## config.mk

```make
export PLATFORM = sky130hd
export DESIGN_NAME = eeprom_selftest_gen_flat
export DESIGN_NICKNAME = d
export VERILOG_FILES = /design/src/rtl/eeprom_pkg.sv /design/src/rtl/eeprom_selftest_gen_if.sv /design/src/rtl/eeprom_pattern_gen.sv /design/src/rtl/eeprom_selftest_gen.sv /design/src/flat_wrapper.sv
export SDC_FILE = /design/constraint.sdc
export NUM_CORES = 1
export LEC_CHECK = 0
export BUFFER_PORTS_ARGS = -buffer_cell sky130_fd_sc_hd__buf_2
export CORE_MARGIN = 1
export CORE_UTILIZATION = 37
export DETAILED_ROUTE_END_ITERATION = 8
export HOLD_SLACK_MARGIN = 0.08
export PLACE_DENSITY = 0.67
export SLEW_MARGIN = 20
export SYNTH_ARGS = -nofsm -noshare
export SYNTH_HDL_FRONTEND = slang
export SYNTH_SLANG_ARGS = --single-unit
```

## constraint.sdc

```tcl
create_clock -name clk -period 6.3 [get_ports clk]
set_input_delay 0.63 -clock clk [delete_from_list [all_inputs] [get_ports clk]]
set_output_delay 0.63 -clock clk [all_outputs]
set_load 0.01 [all_outputs]
```

## src/rtl/eeprom_pkg.sv

```systemverilog
// -----------------------------------------------------------------------------
// eeprom_pkg
// Shared definitions for the EEPROM self-test command source: FSM state
// encoding, command-type constants and the default EEPROM word-address width.
// No ports (package).
// -----------------------------------------------------------------------------
package eeprom_pkg;

  localparam int unsigned EEPROM_ADDR_WIDTH = 16;

  // Driver command type carried on o_ctrl_type.
  localparam logic CMD_WR = 1'b0;
  localparam logic CMD_RD = 1'b1;

  typedef enum logic [2:0] {
    S_IDLE,
    S_WR_CMD,
    S_WR_DATA,
    S_WR_WAIT,
    S_RD_CMD,
    S_RD_DATA,
    S_FIN
  } state_t;

endpackage

```

## src/rtl/eeprom_selftest_gen_if.sv

```systemverilog
// -----------------------------------------------------------------------------
// eeprom_selftest_gen_if
// Command / write-data / read-data bundle between a command source and the
// EEPROM driver. Signal names carry the command source's point of view.
//   master : command source (drives command + write data, takes ready + read data)
//   slave  : EEPROM driver
// Parameter P_ADDR_WIDTH : width of the EEPROM word address.
// -----------------------------------------------------------------------------
interface eeprom_selftest_gen_if #(
  parameter int unsigned P_ADDR_WIDTH = eeprom_pkg::EEPROM_ADDR_WIDTH
);
  logic [2:0]              o_ctrl_slave_addr;
  logic [P_ADDR_WIDTH-1:0] o_ctrl_rw_addr;
  logic [7:0]              o_ctrl_num;
  logic                    o_ctrl_type;
  logic                    o_ctrl_valid;
  logic                    i_ctrl_ready;
  logic [7:0]              o_ctrl_wr_data;
  logic                    o_ctrl_wr_sop;
  logic                    o_ctrl_wr_eop;
  logic                    o_ctrl_wr_valid;
  logic [7:0]              i_ctrl_rd_data;
  logic                    i_ctrl_rd_valid;

  modport master (
    output o_ctrl_slave_addr, o_ctrl_rw_addr, o_ctrl_num, o_ctrl_type, o_ctrl_valid,
    output o_ctrl_wr_data, o_ctrl_wr_sop, o_ctrl_wr_eop, o_ctrl_wr_valid,
    input  i_ctrl_ready, i_ctrl_rd_data, i_ctrl_rd_valid
  );

  modport slave (
    input  o_ctrl_slave_addr, o_ctrl_rw_addr, o_ctrl_num, o_ctrl_type, o_ctrl_valid,
    input  o_ctrl_wr_data, o_ctrl_wr_sop, o_ctrl_wr_eop, o_ctrl_wr_valid,
    output i_ctrl_ready, i_ctrl_rd_data, i_ctrl_rd_valid
  );
endinterface

```

## src/rtl/eeprom_pattern_gen.sv

```systemverilog
// -----------------------------------------------------------------------------
// eeprom_pattern_gen
// Test pattern byte for a given byte index: data = (P_SEED + idx) mod 256.
// A single instance feeds both the write stream and the read-back compare so
// the two can never disagree on the pattern.
//   idx  in  8  byte index within the transfer
//   data out 8  pattern byte
// -----------------------------------------------------------------------------
module eeprom_pattern_gen #(
  parameter logic [7:0] P_SEED = 8'h5A
) (
  input  logic [7:0] idx,
  output logic [7:0] data
);
  assign data = P_SEED + idx;
endmodule

```

## src/rtl/eeprom_selftest_gen.sv

```systemverilog
// -----------------------------------------------------------------------------
// eeprom_selftest_gen
// EEPROM self-test command source. On i_start it writes a P_LEN-byte
// incrementing pattern at P_START_ADDR, waits P_WR_WAIT cycles for the
// internal write, reads the range back and counts mismatching bytes.
//
// Ports:
//   clk        in   system clock
//   rst        in   synchronous active-high reset
//   i_start    in   single-cycle start request (ignored while busy)
//   o_busy     out  high from start accept until the end of o_done
//   o_done     out  one-cycle pulse at test end
//   o_pass     out  last test result, valid from o_done until next start
//   o_err_cnt  out  mismatching bytes in last test, saturating at 255
//   o_timeout  out  read watchdog fired (only with EEPROM_SELFTEST_TIMEOUT_EN)
//   ctrl       master modport towards the EEPROM driver
//
// Optional feature, macro EEPROM_SELFTEST_TIMEOUT_EN: read-phase watchdog of
// P_TIMEOUT cycles that forces a failing finish.
// -----------------------------------------------------------------------------
module eeprom_selftest_gen
  import eeprom_pkg::*;
#(
  parameter int unsigned           P_ADDR_WIDTH = EEPROM_ADDR_WIDTH,
  parameter logic [2:0]            P_SLAVE_ADDR = 3'b000,
  parameter logic [P_ADDR_WIDTH-1:0] P_START_ADDR = '0,
  parameter int unsigned           P_LEN        = 8,
  parameter logic [7:0]            P_SEED       = 8'h5A,
  parameter int unsigned           P_WR_WAIT    = 250000,
  parameter int unsigned           P_TIMEOUT    = 1000000
) (
  input  logic       clk,
  input  logic       rst,
  input  logic       i_start,
  output logic       o_busy,
  output logic       o_done,
  output logic       o_pass,
  output logic [7:0] o_err_cnt,
`ifdef EEPROM_SELFTEST_TIMEOUT_EN
  output logic       o_timeout,
`endif
  eeprom_selftest_gen_if.master ctrl
);

  if (P_LEN < 1 || P_LEN > 255) begin : g_bad_len
    $error("eeprom_selftest_gen: P_LEN must be 1..255");
  end
  if (P_TIMEOUT == 0) begin : g_bad_timeout
    $error("eeprom_selftest_gen: P_TIMEOUT must be non-zero");
  end

  localparam logic [7:0] LAST_IDX = 8'(P_LEN - 1);

  state_t      state, state_nxt;
  logic [7:0]  idx;        // byte index, shared by write stream and read compare
  logic [31:0] wait_cnt;
  logic [7:0]  err_cnt;
  logic        pass;
  logic [7:0]  exp_byte;
  logic        cmd_hs;
  logic        rd_beat;
  logic        rd_mismatch;
  logic        last_beat;
  logic        wd_expired;

  eeprom_pattern_gen #(.P_SEED(P_SEED)) u_pattern (
    .idx  (idx),
    .data (exp_byte)
  );

  assign cmd_hs      = ctrl.o_ctrl_valid & ctrl.i_ctrl_ready;
  assign rd_beat     = (state == S_RD_DATA) & ctrl.i_ctrl_rd_valid;
  assign rd_mismatch = rd_beat & (ctrl.i_ctrl_rd_data != exp_byte);
  assign last_beat   = (idx == LAST_IDX);

`ifdef EEPROM_SELFTEST_TIMEOUT_EN
  // wd_cnt holds the number of cycles since the last handshake / read byte,
  // so reaching P_TIMEOUT on the next cycle means the limit has elapsed.
  logic [31:0] wd_cnt;
  logic        timeout_q;
  logic        rd_phase;

  assign rd_phase   = (state == S_RD_CMD) | (state == S_RD_DATA);
  assign wd_expired = rd_phase & ~(cmd_hs | rd_beat) & (wd_cnt + 32'd1 >= P_TIMEOUT);
  assign o_timeout  = timeout_q;

  always_ff @(posedge clk) begin
    if (rst) begin
      wd_cnt    <= '0;
      timeout_q <= 1'b0;
    end else begin
      if (!rd_phase)               wd_cnt <= '0;
      else if (cmd_hs || rd_beat)  wd_cnt <= 32'd1;
      else                         wd_cnt <= wd_cnt + 32'd1;

      if (state == S_IDLE && i_start) timeout_q <= 1'b0;
      else if (wd_expired)            timeout_q <= 1'b1;
    end
  end
`else
  assign wd_expired = 1'b0;
`endif

  // Next-state logic.
  always_comb begin
    // NOTE: default first so every path assigns state_nxt and no latch is inferred.
    state_nxt = state;
    unique case (state)
      S_IDLE:    if (i_start)                           state_nxt = S_WR_CMD;
      S_WR_CMD:  if (ctrl.i_ctrl_ready)                 state_nxt = S_WR_DATA;
      S_WR_DATA: if (last_beat)                         state_nxt = S_WR_WAIT;
      S_WR_WAIT: if (wait_cnt + 32'd1 >= P_WR_WAIT)     state_nxt = S_RD_CMD;
      S_RD_CMD:  if (ctrl.i_ctrl_ready)                 state_nxt = S_RD_DATA;
                 else if (wd_expired)                   state_nxt = S_FIN;
      S_RD_DATA: if (rd_beat && last_beat)              state_nxt = S_FIN;
                 else if (wd_expired)                   state_nxt = S_FIN;
      S_FIN:                                            state_nxt = S_IDLE;
      default:                                          state_nxt = S_IDLE;
    endcase
  end

  // Outputs are decoded from state so every field is stable while waiting
  // for ready and returns to its idle value on reset.
  assign ctrl.o_ctrl_slave_addr = P_SLAVE_ADDR;
  assign ctrl.o_ctrl_rw_addr    = P_START_ADDR;
  assign ctrl.o_ctrl_valid      = (state == S_WR_CMD) | (state == S_RD_CMD);
  assign ctrl.o_ctrl_type       = (state == S_RD_CMD) ? CMD_RD : CMD_WR;
  assign ctrl.o_ctrl_num        = ctrl.o_ctrl_valid ? 8'(P_LEN) : 8'h00;
  assign ctrl.o_ctrl_wr_valid   = (state == S_WR_DATA);
  assign ctrl.o_ctrl_wr_data    = ctrl.o_ctrl_wr_valid ? exp_byte : 8'h00;
  assign ctrl.o_ctrl_wr_sop     = ctrl.o_ctrl_wr_valid & (idx == 8'h00);
  assign ctrl.o_ctrl_wr_eop     = ctrl.o_ctrl_wr_valid & last_beat;

  assign o_busy    = (state != S_IDLE);
  assign o_done    = (state == S_FIN);
  assign o_pass    = pass;
  assign o_err_cnt = err_cnt;

  always_ff @(posedge clk) begin
    if (rst) begin
      state    <= S_IDLE;
      idx      <= '0;
      wait_cnt <= '0;
      err_cnt  <= '0;
      pass     <= 1'b0;
    end else begin
      // NOTE: non-blocking assignments keep every register reading pre-edge values.
      state <= state_nxt;
      unique case (state)
        S_IDLE: begin
          if (i_start) begin
            idx     <= '0;
            err_cnt <= '0;
            pass    <= 1'b0;
          end
        end
        S_WR_DATA: begin
          idx      <= last_beat ? 8'h00 : idx + 8'd1;
          wait_cnt <= '0;
        end
        S_WR_WAIT: wait_cnt <= wait_cnt + 32'd1;
        S_RD_CMD:  idx      <= '0;
        S_RD_DATA: begin
          if (rd_beat) idx <= idx + 8'd1;
          if (rd_mismatch && err_cnt != 8'hFF) err_cnt <= err_cnt + 8'd1;
        end
        default: ;
      endcase

      // Result is latched on entry to FIN so it is visible alongside o_done;
      // a mismatch on the final byte is folded in here since err_cnt lags.
      if (state_nxt == S_FIN && state != S_FIN)
        pass <= ~wd_expired & ~rd_mismatch & (err_cnt == 8'h00);
    end
  end

endmodule

```

## src/flat_wrapper.sv

```systemverilog
// flat-port wrapper written by rule: the top's interface ports become plain ports
module eeprom_selftest_gen_flat import eeprom_pkg::*;
#(
  parameter int unsigned           P_ADDR_WIDTH = EEPROM_ADDR_WIDTH,
  parameter logic [2:0]            P_SLAVE_ADDR = 3'b000,
  parameter logic [P_ADDR_WIDTH-1:0] P_START_ADDR = '0,
  parameter int unsigned           P_LEN        = 8,
  parameter logic [7:0]            P_SEED       = 8'h5A,
  parameter int unsigned           P_WR_WAIT    = 250000,
  parameter int unsigned           P_TIMEOUT    = 1000000
)
  (clk, rst, i_start, o_busy, o_done, o_pass, o_err_cnt, ctrl_o_ctrl_slave_addr, ctrl_o_ctrl_rw_addr, ctrl_o_ctrl_num, ctrl_o_ctrl_type, ctrl_o_ctrl_valid, ctrl_o_ctrl_wr_data, ctrl_o_ctrl_wr_sop, ctrl_o_ctrl_wr_eop, ctrl_o_ctrl_wr_valid, ctrl_i_ctrl_ready, ctrl_i_ctrl_rd_data, ctrl_i_ctrl_rd_valid);
  eeprom_selftest_gen_if #(.P_ADDR_WIDTH(P_ADDR_WIDTH)) ctrl_i ();
  input  logic clk;
  input  logic rst;
  input  logic i_start;
  output logic o_busy;
  output logic o_done;
  output logic o_pass;
  output logic [7:0] o_err_cnt;
  output wire logic [$bits(ctrl_i.o_ctrl_slave_addr)-1:0] ctrl_o_ctrl_slave_addr;
  output wire logic [$bits(ctrl_i.o_ctrl_rw_addr)-1:0] ctrl_o_ctrl_rw_addr;
  output wire logic [$bits(ctrl_i.o_ctrl_num)-1:0] ctrl_o_ctrl_num;
  output wire logic [$bits(ctrl_i.o_ctrl_type)-1:0] ctrl_o_ctrl_type;
  output wire logic [$bits(ctrl_i.o_ctrl_valid)-1:0] ctrl_o_ctrl_valid;
  output wire logic [$bits(ctrl_i.o_ctrl_wr_data)-1:0] ctrl_o_ctrl_wr_data;
  output wire logic [$bits(ctrl_i.o_ctrl_wr_sop)-1:0] ctrl_o_ctrl_wr_sop;
  output wire logic [$bits(ctrl_i.o_ctrl_wr_eop)-1:0] ctrl_o_ctrl_wr_eop;
  output wire logic [$bits(ctrl_i.o_ctrl_wr_valid)-1:0] ctrl_o_ctrl_wr_valid;
  input wire logic [$bits(ctrl_i.i_ctrl_ready)-1:0] ctrl_i_ctrl_ready;
  input wire logic [$bits(ctrl_i.i_ctrl_rd_data)-1:0] ctrl_i_ctrl_rd_data;
  input wire logic [$bits(ctrl_i.i_ctrl_rd_valid)-1:0] ctrl_i_ctrl_rd_valid;
  assign ctrl_o_ctrl_slave_addr = ctrl_i.o_ctrl_slave_addr;
  assign ctrl_o_ctrl_rw_addr = ctrl_i.o_ctrl_rw_addr;
  assign ctrl_o_ctrl_num = ctrl_i.o_ctrl_num;
  assign ctrl_o_ctrl_type = ctrl_i.o_ctrl_type;
  assign ctrl_o_ctrl_valid = ctrl_i.o_ctrl_valid;
  assign ctrl_o_ctrl_wr_data = ctrl_i.o_ctrl_wr_data;
  assign ctrl_o_ctrl_wr_sop = ctrl_i.o_ctrl_wr_sop;
  assign ctrl_o_ctrl_wr_eop = ctrl_i.o_ctrl_wr_eop;
  assign ctrl_o_ctrl_wr_valid = ctrl_i.o_ctrl_wr_valid;
  assign ctrl_i.i_ctrl_ready = ctrl_i_ctrl_ready;
  assign ctrl_i.i_ctrl_rd_data = ctrl_i_ctrl_rd_data;
  assign ctrl_i.i_ctrl_rd_valid = ctrl_i_ctrl_rd_valid;
  eeprom_selftest_gen #(.P_ADDR_WIDTH(P_ADDR_WIDTH), .P_SLAVE_ADDR(P_SLAVE_ADDR), .P_START_ADDR(P_START_ADDR), .P_LEN(P_LEN), .P_SEED(P_SEED), .P_WR_WAIT(P_WR_WAIT), .P_TIMEOUT(P_TIMEOUT)) u_core (.clk(clk), .rst(rst), .i_start(i_start), .o_busy(o_busy), .o_done(o_done), .o_pass(o_pass), .o_err_cnt(o_err_cnt), .ctrl(ctrl_i));
endmodule
```

Yosys cells after proc, flatten, opt, wreduce, memory -nomap -nowiden
Index checks and enable logic that the tools add are counted.
W data, S select, Z words.
{ "totals": {"register_bits": 52, "inputBits": 13, "out_inout_bits": 51, "wordCells": 66} }
{ "op_classes": {"addsub": 4, "magnitude_cmp": 1, "eq_ne": 14, "n_mux": 20, "n_bitwise": 7, "n_reduce_logical": 15} }
{ "ops": {"columns": ["operator", "n"], "rows": [
  ["$pmux W32 S2", 1],
  ["$mux W8", 5],
  ["$add A32 B1 Y32 const B", 1],
  ["$ge A32 B18 Y1 const B", 1],
  ["$pmux W8 S4", 1],
  ["$mux W3", 6],
  ["$pmux W3 S6", 1],
  ["$add A8 B1 Y8 const B", 2],
  ["$logic_not A8 Y1", 2],
  ["$pmux W8 S2", 1],
  ["$eq A3 B3 Y1 const B", 4],
  ["$add A7 B8 Y8 const A", 1],
  ["$eq A8 B3 Y1 const B", 1],
  ["$ne A8 B8 Y1", 1],
  ["$ne A8 B8 Y1 const B", 1],
  ["$reduce_bool A2 Y1", 4],
  ["$eq A3 B2 Y1 const B", 2],
  ["$reduce_and A3 Y1", 2],
  ["$and A1 B1 Y1", 5],
  ["$mux W1", 4],
  ["$mux W4", 1],
  ["$ne A2 B2 Y1 const B", 2],
  ["$reduce_bool A4 Y1", 1],
  ["$eq A3 B1 Y1 const B", 1],
  ["8 further kinds", 10]
]} }

Longest topological paths before layout
Gate-level depths: netlist of the first run.
{ "depth": {"depth_word": 9, "ltp_mapped": 9, "depth_no_buf": 8} }

By module
Synthesis of the first run repeated with hierarchy kept, for this count alone.
{ "hier_totals": {"cells_unflattened": 521, "hier_area_um2": 3814.9} }
{ "by_module_without_submodules": {"columns": ["mod", "n_inst", "cells_per_inst", "area_per_inst_um2", "seq_area_each_um2"], "rows": [
  ["eeprom_selftest_gen", 1, 508, 3709.8, 1041.0],
  ["eeprom_pattern_gen", 1, 13, 105.1, 0.0]
]} }

Worst setup path before layout of the first run
Ideal clock, no wire load.
{ "synth_path": {"path_kind": "reg2reg", "from": "reg u_core.wait_cnt[0]", "to": "reg u_core.state[2]", "t_arrival_ns": 2.255, "path_slack_ns": 3.926, "stages_incl_launch_ff": 9, "path_buffers": 0, "synth_period_minus_slack_ns": 2.374, "path_cell_list": "dfxtp_1 ha_1 nand4_1 nor4_2 nand2_1 mux2i_1 nand4_1 or3_4 o31a_1"} }
{ "synth_via": {"elab_chain_len": 4} }
{ "synth_rtl": {"columns": ["element", "line_no", "source"], "rows": [
  ["start: declaration", "eeprom_selftest_gen.sv:56", "logic [31:0] wait_cnt;"],
  ["start signal: assignment", "eeprom_selftest_gen.sv:161", "S_WR_WAIT: wait_cnt <= wait_cnt + 32'd1;"],
  ["$add A32 B1 Y32", "eeprom_selftest_gen.sv:112", "S_WR_WAIT: if (wait_cnt + 32'd1 >= P_WR_WAIT) state_nxt = S_RD_CMD;"],
  ["$ge A32 B18 Y1", "eeprom_selftest_gen.sv:112", null],
  ["$mux W3", "eeprom_selftest_gen.sv:112", null],
  ["$pmux W3 S6", "eeprom_selftest_gen.sv:108", "unique case (state)"],
  ["end signal: assignment", "eeprom_selftest_gen.sv:148", "state <= state_nxt;"],
  ["end: declaration", "eeprom_selftest_gen.sv:54", "state_t state, state_nxt;"]
]} }
No other way between the ends.
A chain may end at the register's enable or synchronous reset.

Worst setup path after layout of the first run
{ "layout_path": {"from": "reg u_core.state[1]", "to": "out ctrl_o_ctrl_wr_sop"} }
{ "layout_via": {"elab_chain_len": 2} }
{ "layout_rtl": {"columns": ["element", "line_no", "source"], "rows": [
  ["$eq A3 B2 Y1", "eeprom_selftest_gen.sv:129", "assign ctrl.o_ctrl_wr_valid = (state == S_WR_DATA);"],
  ["$and A1 B1 Y1", "eeprom_selftest_gen.sv:131", "assign ctrl.o_ctrl_wr_sop = ctrl.o_ctrl_wr_valid & (idx == 8'h00);"],
  ["end: declaration", "flat_wrapper.sv:27", "output wire logic [$bits(ctrl_i.o_ctrl_wr_sop)-1:0] ctrl_o_ctrl_wr_sop;"]
]} }
No other way between the ends.

==> impl_metrics.ini, run 1 <==
[global_routing]
grt_use_total_pct = 17.03
overflow = 0
antenna_found_initial = 0
grt_start_max_net_pins = 42
grt_pass1_wl_um = 15900
grt_pass1_vias = 3457

[timing]
fin_tns_setup_ps = 0
fin_crit_ps = 3199
final_max_slew_viol_count = 0
skew_ps = 18.66
setup_viol = 0
max_slew_margin_pct = 47.85
fin_crit_sh_pct = 50.78
hold_violations = 0
tightest_slew_ps = 782.3
rsz0062_at_grt = false
fmax_mhz = 312.6

[min_path]
holdPathStages = 2
worstHoldEndpoint = u_core.o_pass
hp-start = u_core.o_pass
hold_path.class = flip-flop to flip-flop

[placed_design]
hpwlAfterDp_um = 6652
place_inst = 676
io_buffer_count = 37
post_dp_cell_area_um2 = 4086
gp_congestion = 0.8629

[critical_path]
rr_worst_depth = 7
critPathMaxFanout = 15
cp_cell_sequence = nor2b_1 -> buf_4 -> nand2_1 -> inv_1 -> nand3b_1 -> nor3_1 -> buf_2
cp_slowest_cell = dfxtp_1
crit-reg2reg-launch = u_core.wait_cnt[0]
start_kind = flip-flop
worst-path-buf-inv = 3
required_ps = 5670
worstPathArrival_ps = 2570
critical_path_class = flip-flop to primary output
cpLargestDelayFamily = simple AND/OR/NAND/NOR gates
cp_slowest_stage_delay_ps = 540
cp_num_cells = 7
timing.rr.end = u_core.wait_cnt[28]
cp-startpoint = u_core.state[1]
worstSetupEndpointType = primary output
r2r_setup_slack_ps = 3520

[die]
pin_count = 64
coreArea_um2 = 10370
fp.dieH_um = 105.8
start_util_pct = 38.48
die_area_um2 = 11200
rows = 37
die_x_um = 105.8

[finish]
area_growth_pct = 5.299
fin_nets = 566
seq_area_um2 = 1041
multi_input_area_um2 = 2608
fillCellCount = 1080
final_common_cell = nor2_1
drive_gt1_share_pct = 12.59
fin_cells = 684
antennaDiodeCount = 0
post-route-util_pct = 40.52
final_cell_mix = nor2_1, nand2_1, dfxtp_1
finish.instance_area_um2 = 4202

[pwr]
clkPwrFrac_pct = 27.3
power.switching_mw = 0.3346
ir_drop_uv = 127.0
internal_power_mw = 0.5551
leakage_nw = 1.567
powerDensity_nw_per_um2 = 211.8
seqPwrFrac_pct = 40.1
sw_frac_of_total_pct = 37.61
power.combinational.fraction_pct = 32.6

[drt]
route.detailed.drc = 0
drt_wl_total_um = 9376
postRouteAntennaNets = 0
drtIter0Drc = 191
dr_total_vias = 3740
dr.pass1.iters = 4
routed_via_density = 5.468
wl_per_cell_um = 13.71

[clocking]
clock_latency_ps = 320
cts_sinks = 52
cts_tree = yes
cts_inserted_buffers = 5
cts_resized = 0
root_buffer = clkbuf_8
path_clk_slew_ps = 110
postCtsSetupBuffers = 0
cts_buffer_depth = 2
htreeDepth = 2
cts_hold_buf = 0

[logic_synthesis]
synth_edf_count = 0
ys_warn_count = 0
ys.flop_type = dfxtp_1
synthArstFlopShare_pct = 0
netlist_area_um2 = 3990
ys_ff_latch = 52
synth_cell_types = 70
avgSynthCellArea_um2 = 7.389
synth_cells = 540
synth-seq-area-share_pct = 26.09

[job]
drv_cap = 0

[outcome]
status = finished clean
## state kept, by name, indices dropped and copies added, names as in the netlist
register / flops
u_core.o_err_cnt: 8
u_core.idx: 8
u_core.state: 3
u_core.o_pass: 1
u_core.wait_cnt: 32
## cell families (layout without fill, tap and decap cells)
| family | after synthesis | after routing | share of synthesized area (%) |
|---|---|---|---|
| flip-flops | 52 | 52 | 26.09 |
| multiplexers | 11 | 11 | 2.822 |
| AO/OA/AOI/OAI | 100 | 100 | 15.68 |
| AND/OR/NAND/NOR | 263 | 263 | 35.40 |
| adder cells (fa/ha/maj) | 6 | 6 | 1.881 |
| other | 1 | 26 | 0.09398 |
| buffers and inverters | 81 | 64 | 10.91 |
| XOR/XNOR | 26 | 26 | 7.118 |
## cells in the mapped netlist, types with 2 or more instances
cell       n  area [um^2]
a21boi_0   2        15.01
a21o_1     9        67.56
a21oi_1   43        215.2
a31oi_1    3        18.77
a32oi_1    2        17.52
and2_1     3        18.77
and3_1     9        56.30
and4_1     2        17.52
buf_1      3        11.26
buf_2     15        75.07
buf_4     30        225.2
clkbuf_1  17        63.81
dfxtp_1   52         1041
ha_1       6        75.07
inv_1     15        56.30
mux2i_1    9        90.09
nand2_1   53        198.9
nand2b_1   8        50.05
nand3_1   24        120.1
nand4_1   18        112.6
nor2_1    58        217.7
nor2b_1    3        18.77
nor3_1    31        155.2
nor3b_1    3        22.52
nor4_1     8        50.05
nor4_2     2        25.02
o211ai_1   2        15.01
o21ai_0   19        95.09
o21bai_1   2        15.01
o31a_1     2        17.52
o31ai_1    4        30.03
or2_2      3        18.77
or3_1     15        93.84
or3_4      2        22.52
or4_1      6        45.04
xnor2_1   12        105.1
xnor3_1    3        67.56
xor2_1    10        87.58
## power by group through the flow
stage          Clock [mW]  Sequential [mW]  Combinational [mW]
2_1_floorplan           0            0.356               0.231
3_3_place_gp            0            0.363               0.284
3_5_place_dp            0            0.364               0.289
4_1_cts             0.248            0.357               0.290
5_1_grt             0.260            0.360               0.323
6_report            0.243            0.357               0.290
## how the worst max path moves through the flow
stage                    endpoint  slack (ps)
4_1_cts        ctrl_o_ctrl_wr_sop        3130
3_5_place_dp   ctrl_o_ctrl_wr_sop        3490
6_report       ctrl_o_ctrl_wr_sop        3100
2_1_floorplan     u_core.state[2]        3930
3_3_place_gp   ctrl_o_ctrl_wr_sop        3580
5_1_grt        ctrl_o_ctrl_wr_sop        2850
## worst register-to-register path, stage by stage (launching register included)
cell and delay, ps:
dfxtp_1 450, ha_1 300, nand4_1 200, nor4_2 640, nand4_1 280, or3_1 380
or3_1 310, a21oi_1 150
## stage by stage
stage	total power [mW]	hold WS (ps)	worst slack, ps
finish	0.8897	518.3	3101
global route	0.9423	553.5	2845
CTS	0.8953	514.1	3127
detailed placement	0.6531	496.2	3494
global placement	0.6471	486.7	3578
floorplan	0.5870	467.1	3926
## layout make-up
cell class	count	share of cell area (%)
tap	136	4.050
sequential	52	24.78
timing repair buffer	40	4.943
clock inverter	3	1.102
multi-input combinational	432	62.06
inverter	16	1.429
clock buffer	5	1.638
## routing by layer
| metal | vias to the layer above | global-route usage [%] | wire length, um |
|---|---|---|---|
| met5 | - | 0 | 0 |
| li1 | 1870 | - | - |
| met2 | 107 | 28.90 | 4392 |
| met4 | 0 | 4.563 | 75 |
| met1 | 1754 | 22.58 | 4453 |
| met3 | 9 | 2.226 | 454 |
Note: power is estimated with default switching activity, not from simulation.
==> run 2, diff against run 1 <==
==> constraint.sdc (replaced) <==
create_clock -name clk -period 3.3 [get_ports clk]
set_input_delay 0.33 -clock clk [delete_from_list [all_inputs] [get_ports clk]]
set_output_delay 0.33 -clock clk [all_outputs]
set_load 0.01 [all_outputs]
==> impl_metrics.ini, run 2 (synthesis gave the netlist of run 1 again) <==
[die]
die_x_um = 105.8
start_util_pct = 38.48
pin_count = 64
fp.dieH_um = 105.8
die_area_um2 = 11200
rows = 37
coreArea_um2 = 10370

[placed_design]
gp_congestion = 0.8556
post_dp_cell_area_um2 = 4086
hpwlAfterDp_um = 6513
io_buffer_count = 37
place_inst = 676

[drt]
routed_via_density = 5.446
wl_per_cell_um = 13.46
postRouteAntennaNets = 0
drt_wl_total_um = 9210
route.detailed.drc = 0
dr_total_vias = 3725
dr.pass1.iters = 5
drtIter0Drc = 225

[finish]
top_register = u_core.wait_cnt
area_growth_pct = 4.641
final_common_cell = nor2_1
final_cell_mix = nor2_1, nand2_1, dfxtp_1
fin_cells = 684
finish.instance_area_um2 = 4175
largest_reg_flops = 32
drive_gt1_share_pct = 12.41
antennaDiodeCount = 0
post-route-util_pct = 40.26
fin_nets = 566

[critical_path]
start_kind = flip-flop
critical_path_class = flip-flop to primary output
worstSetupEndpointType = primary output
worstPathArrival_ps = 2530
critPathMaxFanout = 19
required_ps = 2970

[clocking]
cts_buffer_depth = 2
root_buffer = clkbuf_8
cts_tree = yes
path_clk_slew_ps = 100
cts_resized = 0
postCtsSetupBuffers = 0
cts_inserted_buffers = 5
clock_latency_ps = 310
cts_sinks = 52
cts_hold_buf = 0
htreeDepth = 2

[global_routing]
grt_start_max_net_pins = 42
antenna_found_initial = 0
grt_pass1_wl_um = 15860
grt_pass1_vias = 3437
overflow = 0
grt_use_total_pct = 17.07

[pwr]
ir_drop_uv = 226.4
power_mw = 1.614
powerDensity_nw_per_um2 = 386.5
leakage_nw = 1.553

[timing]
final_max_slew_viol_count = 0
fmax_mhz = 350.3
max_slew_margin_pct = 46.18
rsz0062_at_grt = false
tightest_slew_ps = 807.4
fin_crit_sh_pct = 86.52
setup_viol = 0
hold_violations = 0
fin_crit_ps = 2855
skew_ps = 7.835
fin_tns_setup_ps = 0

[min_path]
hold_path.class = input port to flip-flop

[job]
drv_cap = 0

[outcome]
status = finished clean
[run 2: worst max-delay path, cell delays in order (launching register included)]
cell	delay [ps]
dfxtp_1	640
clkinv_1	600
nand2_1	470
inv_1	170
nand3b_1	120
nor3_1	60
buf_2	160
[run 2: cell type report]
type	count	area, um^2
clock buffers	6	72.57
clock inverters	2	16.27
fillers	1069	6195
inverters	16	60.06
multi-input cells	432	2608
flip-flops and latches	52	1041
well taps	136	170.2
repair buffers	40	207.7
[run 2: stage by stage]
step | worst slack (ps) | hold slack, ps
after floorplan | 925.6 | 467.1
after global placement | 630.8 | 488.7
after detailed placement | 579.4 | 500.0
after CTS | 411.6 | 387.9
after global routing | 183.0 | 415.4
final | 444.9 | 398.3
[run 2: power by group]
part           total (mW)  switching [mW]  internal (mW)
clock network       0.378           0.226          0.152
logic               0.540           0.357          0.184
registers           0.696          0.0497          0.646
[run 2: path summary, 6_finish.rpt]
check	slack, ps	cells after the start	startpoint	endpoint
worst max register to register	460	8	u_core.wait_cnt[0]	u_core.state[2]
worst max-delay path	440	6	u_core.state[0]	ctrl_o_ctrl_wr_sop
worst min-delay path	400	3	ctrl_i_ctrl_rd_valid	u_core.o_pass
worst min register to register	510	2	u_core.wait_cnt[28]	u_core.wait_cnt[28]
[run 2: per-layer routing]
metal	part of all wire [%]	wire length (um)	GRT usage (%)	vias to the layer above
li1	-	-	-	1865
met1	47	4364	23.19	1715
met2	46	4200	27.82	134
met3	6.0	554	3.030	11
met4	0.98	90	4.266	0
met5	0	0	0	-
==> run 3, diff against run 2 <==
--- a/config.mk
+++ b/config.mk
@@ -14,4 +14,5 @@
 export SLEW_MARGIN = 20
 export SYNTH_ARGS = -nofsm -noshare
 export SYNTH_HDL_FRONTEND = slang
+export SYNTH_HIERARCHICAL = 1
 export SYNTH_SLANG_ARGS = --single-unit
==> impl_metrics.ini, run 3 <==
[finish]
fillCellCount = 1015
fin_nets = 556
final_cell_mix = nor2_1, nand2_1, dfxtp_1
final_common_cell = nor2_1
multi_input_area_um2 = 2470
top_register = u_core/wait_cnt
drive_gt1_share_pct = 13.38
seq_area_um2 = 1041
antennaDiodeCount = 0
post-route-util_pct = 41.27
largest_reg_flops = 32
area_growth_pct = 6.723

[pwr]
leakage_nw = 1.530
clkPwrFrac_pct = 31.4
internal_power_mw = 0.8644
power.combinational.fraction_pct = 16.8
power.switching_mw = 0.3894
sw_frac_of_total_pct = 31.06
powerDensity_nw_per_um2 = 307.9
seqPwrFrac_pct = 51.8
ir_drop_uv = 167.4

[drt]
drtIter0Drc = 173
dr_total_vias = 3627
wl_per_cell_um = 13.18
drt_wl_total_um = 8847
postRouteAntennaNets = 0
routed_via_density = 5.405
dr.pass1.iters = 5
route.detailed.drc = 0

[logic_synthesis]
netlist_area_um2 = 3815
synth_edf_count = 0
yosysTopAreaCellShare_pct = 27.29
synth_cell_types = 71
synthArstFlopShare_pct = 0
avgSynthCellArea_um2 = 7.322
synth-seq-area-share_pct = 27.29
ys_warn_count = 6
synth.top_cells.by_count = nor2_1, nand2_1, dfxtp_1
ys_ff_latch = 52
synth_area_leader_cell = dfxtp_1
yosysMostFrequentCell = nor2_1
synthTopCellsByArea = dfxtp_1, nor2_1, nand2_1
ys.flop_type = dfxtp_1
synth_cells = 521

[timing]
fin_crit_ps = 2894
rsz0062_at_grt = false
fin_crit_sh_pct = 87.68
setup_viol = 0
fmax_mhz = 345.6
final_max_slew_viol_count = 0
hold_violations = 0
max_slew_margin_pct = 47.46
fin_tns_setup_ps = 0
skew_ps = 8.894
tightest_slew_ps = 788.1

[critical_path]
worstSetupEndpointType = flip-flop
worstPathArrival_ps = 3100
cp_slowest_stage_delay_ps = 580
required_ps = 3510
cp_cell_sequence = ha_1 -> or3_4 -> a21oi_2 -> xnor2_1 -> xnor2_1 -> nand4_1 -> o2111ai_1 -> o21ai_1 -> nand4_1 -> xor2_1 -> nor2_1
critical_path_class = flip-flop to flip-flop
cp_slowest_cell = o21ai_1
critPathMaxFanout = 10
start_kind = flip-flop
crit-reg2reg-launch = u_core/idx[2]
cp-startpoint = u_core/idx[2]

[global_routing]
overflow = 0
grt_use_total_pct = 16.80
grt_pass1_vias = 3289
grt_start_max_net_pins = 42
antenna_found_initial = 0
grt_pass1_wl_um = 15180

[clocking]
cts_inserted_buffers = 5
cts_resized = 0
cts_buffer_depth = 2
cts_hold_buf = 0
clock_latency_ps = 310
path_clk_slew_ps = 100
cts_sinks = 52
postCtsSetupBuffers = 0
root_buffer = clkbuf_8
cts_tree = yes
htreeDepth = 2

[die]
coreArea_um2 = 9864
die_x_um = 103.5
pin_count = 64
die_area_um2 = 10720
rows = 36
fp.dieH_um = 103.5
start_util_pct = 38.67

[min_path]
hold_path.class = input port to flip-flop
hp-start = i_start

[placed_design]
io_buffer_count = 37
gp_congestion = 0.8397
hpwlAfterDp_um = 6255

[outcome]
status = finished clean

[job]
drv_cap = 0
[run 3: cell count changes in the layout (fill, tap and decap cells not counted), sizes merged, moves of 4 or more]
cell    before  now
nand2       54   59
a311oi       0    4
xnor2       12   21
nor2        58   63
xor2        10   17
nand3       26   21
mux2i        9    2
nor3        32   26
or3         18    7
buf         40   45
a21o         9    5
and2         3   10
or4          7    3
[run 3: stage by stage]
step                      instance area, um^2  power, mW  hold WS [ps]  setup WS [ps]  instances
after global placement                   3975     0.8697         480.1          568.9        663
after global routing                     4071      1.321         468.9          220.8        671
after detailed placement                 3975     0.8742         493.3          466.4        663
after floorplan                          3909     0.8391         469.6          839.2        546
final                                    4071      1.254         436.2          406.5        671
after CTS                                4071      1.271         432.0          447.1        671
[run 3: cell type report]
class                      count  share of cell area (%)
multi-input combinational    419                   60.66
tap                          133                   4.087
clock buffer                   5                   1.690
timing repair buffer          45                   6.023
clock inverter                 3                  0.6761
inverter                      14                   1.291
sequential                    52                   25.57
[run 3: kinds of logic (layout without fill, tap and decap cells)]
logic type	Yosys count	count (layout)	share of synthesized area (%)
simple gates	249	249	34.54
other cells	1	26	0.09830
fa+ha+maj	6	6	1.968
mux	2	2	0.5248
flops	52	52	27.29
buf+inv	75	67	10.43
xor+xnor	38	38	8.724
compound gates	98	98	16.43
[run 3: path summary, 6_finish.rpt]
| kind | endpoint | slack (ps) | cells past startpoint |
|---|---|---|---|
| setup / recovery | u_core/o_err_cnt[7] | 410 | 11 |
| hold / removal | u_core/o_pass | 440 | 4 |
| setup reg to reg | u_core/o_err_cnt[7] | 410 | 11 |
| hold reg to reg | u_core/wait_cnt[1] | 510 | 2 |
[run 3: layer usage]
metal | GRT usage (%) | up-vias | wire, um
li1 | - | 1798 | -
met1 | 20.06 | 1735 | 3988
met2 | 30.01 | 76 | 4384
met3 | 2.454 | 18 | 290
met4 | 6.832 | 0 | 183
met5 | 0 | - | 0
[run 3: worst max-delay path: cells and delay by family (launching register included)]
kind | cells | cell delay, ps
compound gates | 3 | 930
flops | 1 | 420
xor+xnor | 3 | 420
fa+ha+maj | 1 | 260
simple gates | 4 | 740
[run 3: power groups by stage]
stage	Combinational, mW	Sequential [mW]	Clock, mW
2_1_floorplan	0.182	0.657	0
3_3_place_gp	0.206	0.664	0
3_5_place_dp	0.210	0.664	0
4_1_cts	0.211	0.650	0.411
5_1_grt	0.237	0.652	0.431
6_report	0.211	0.650	0.394
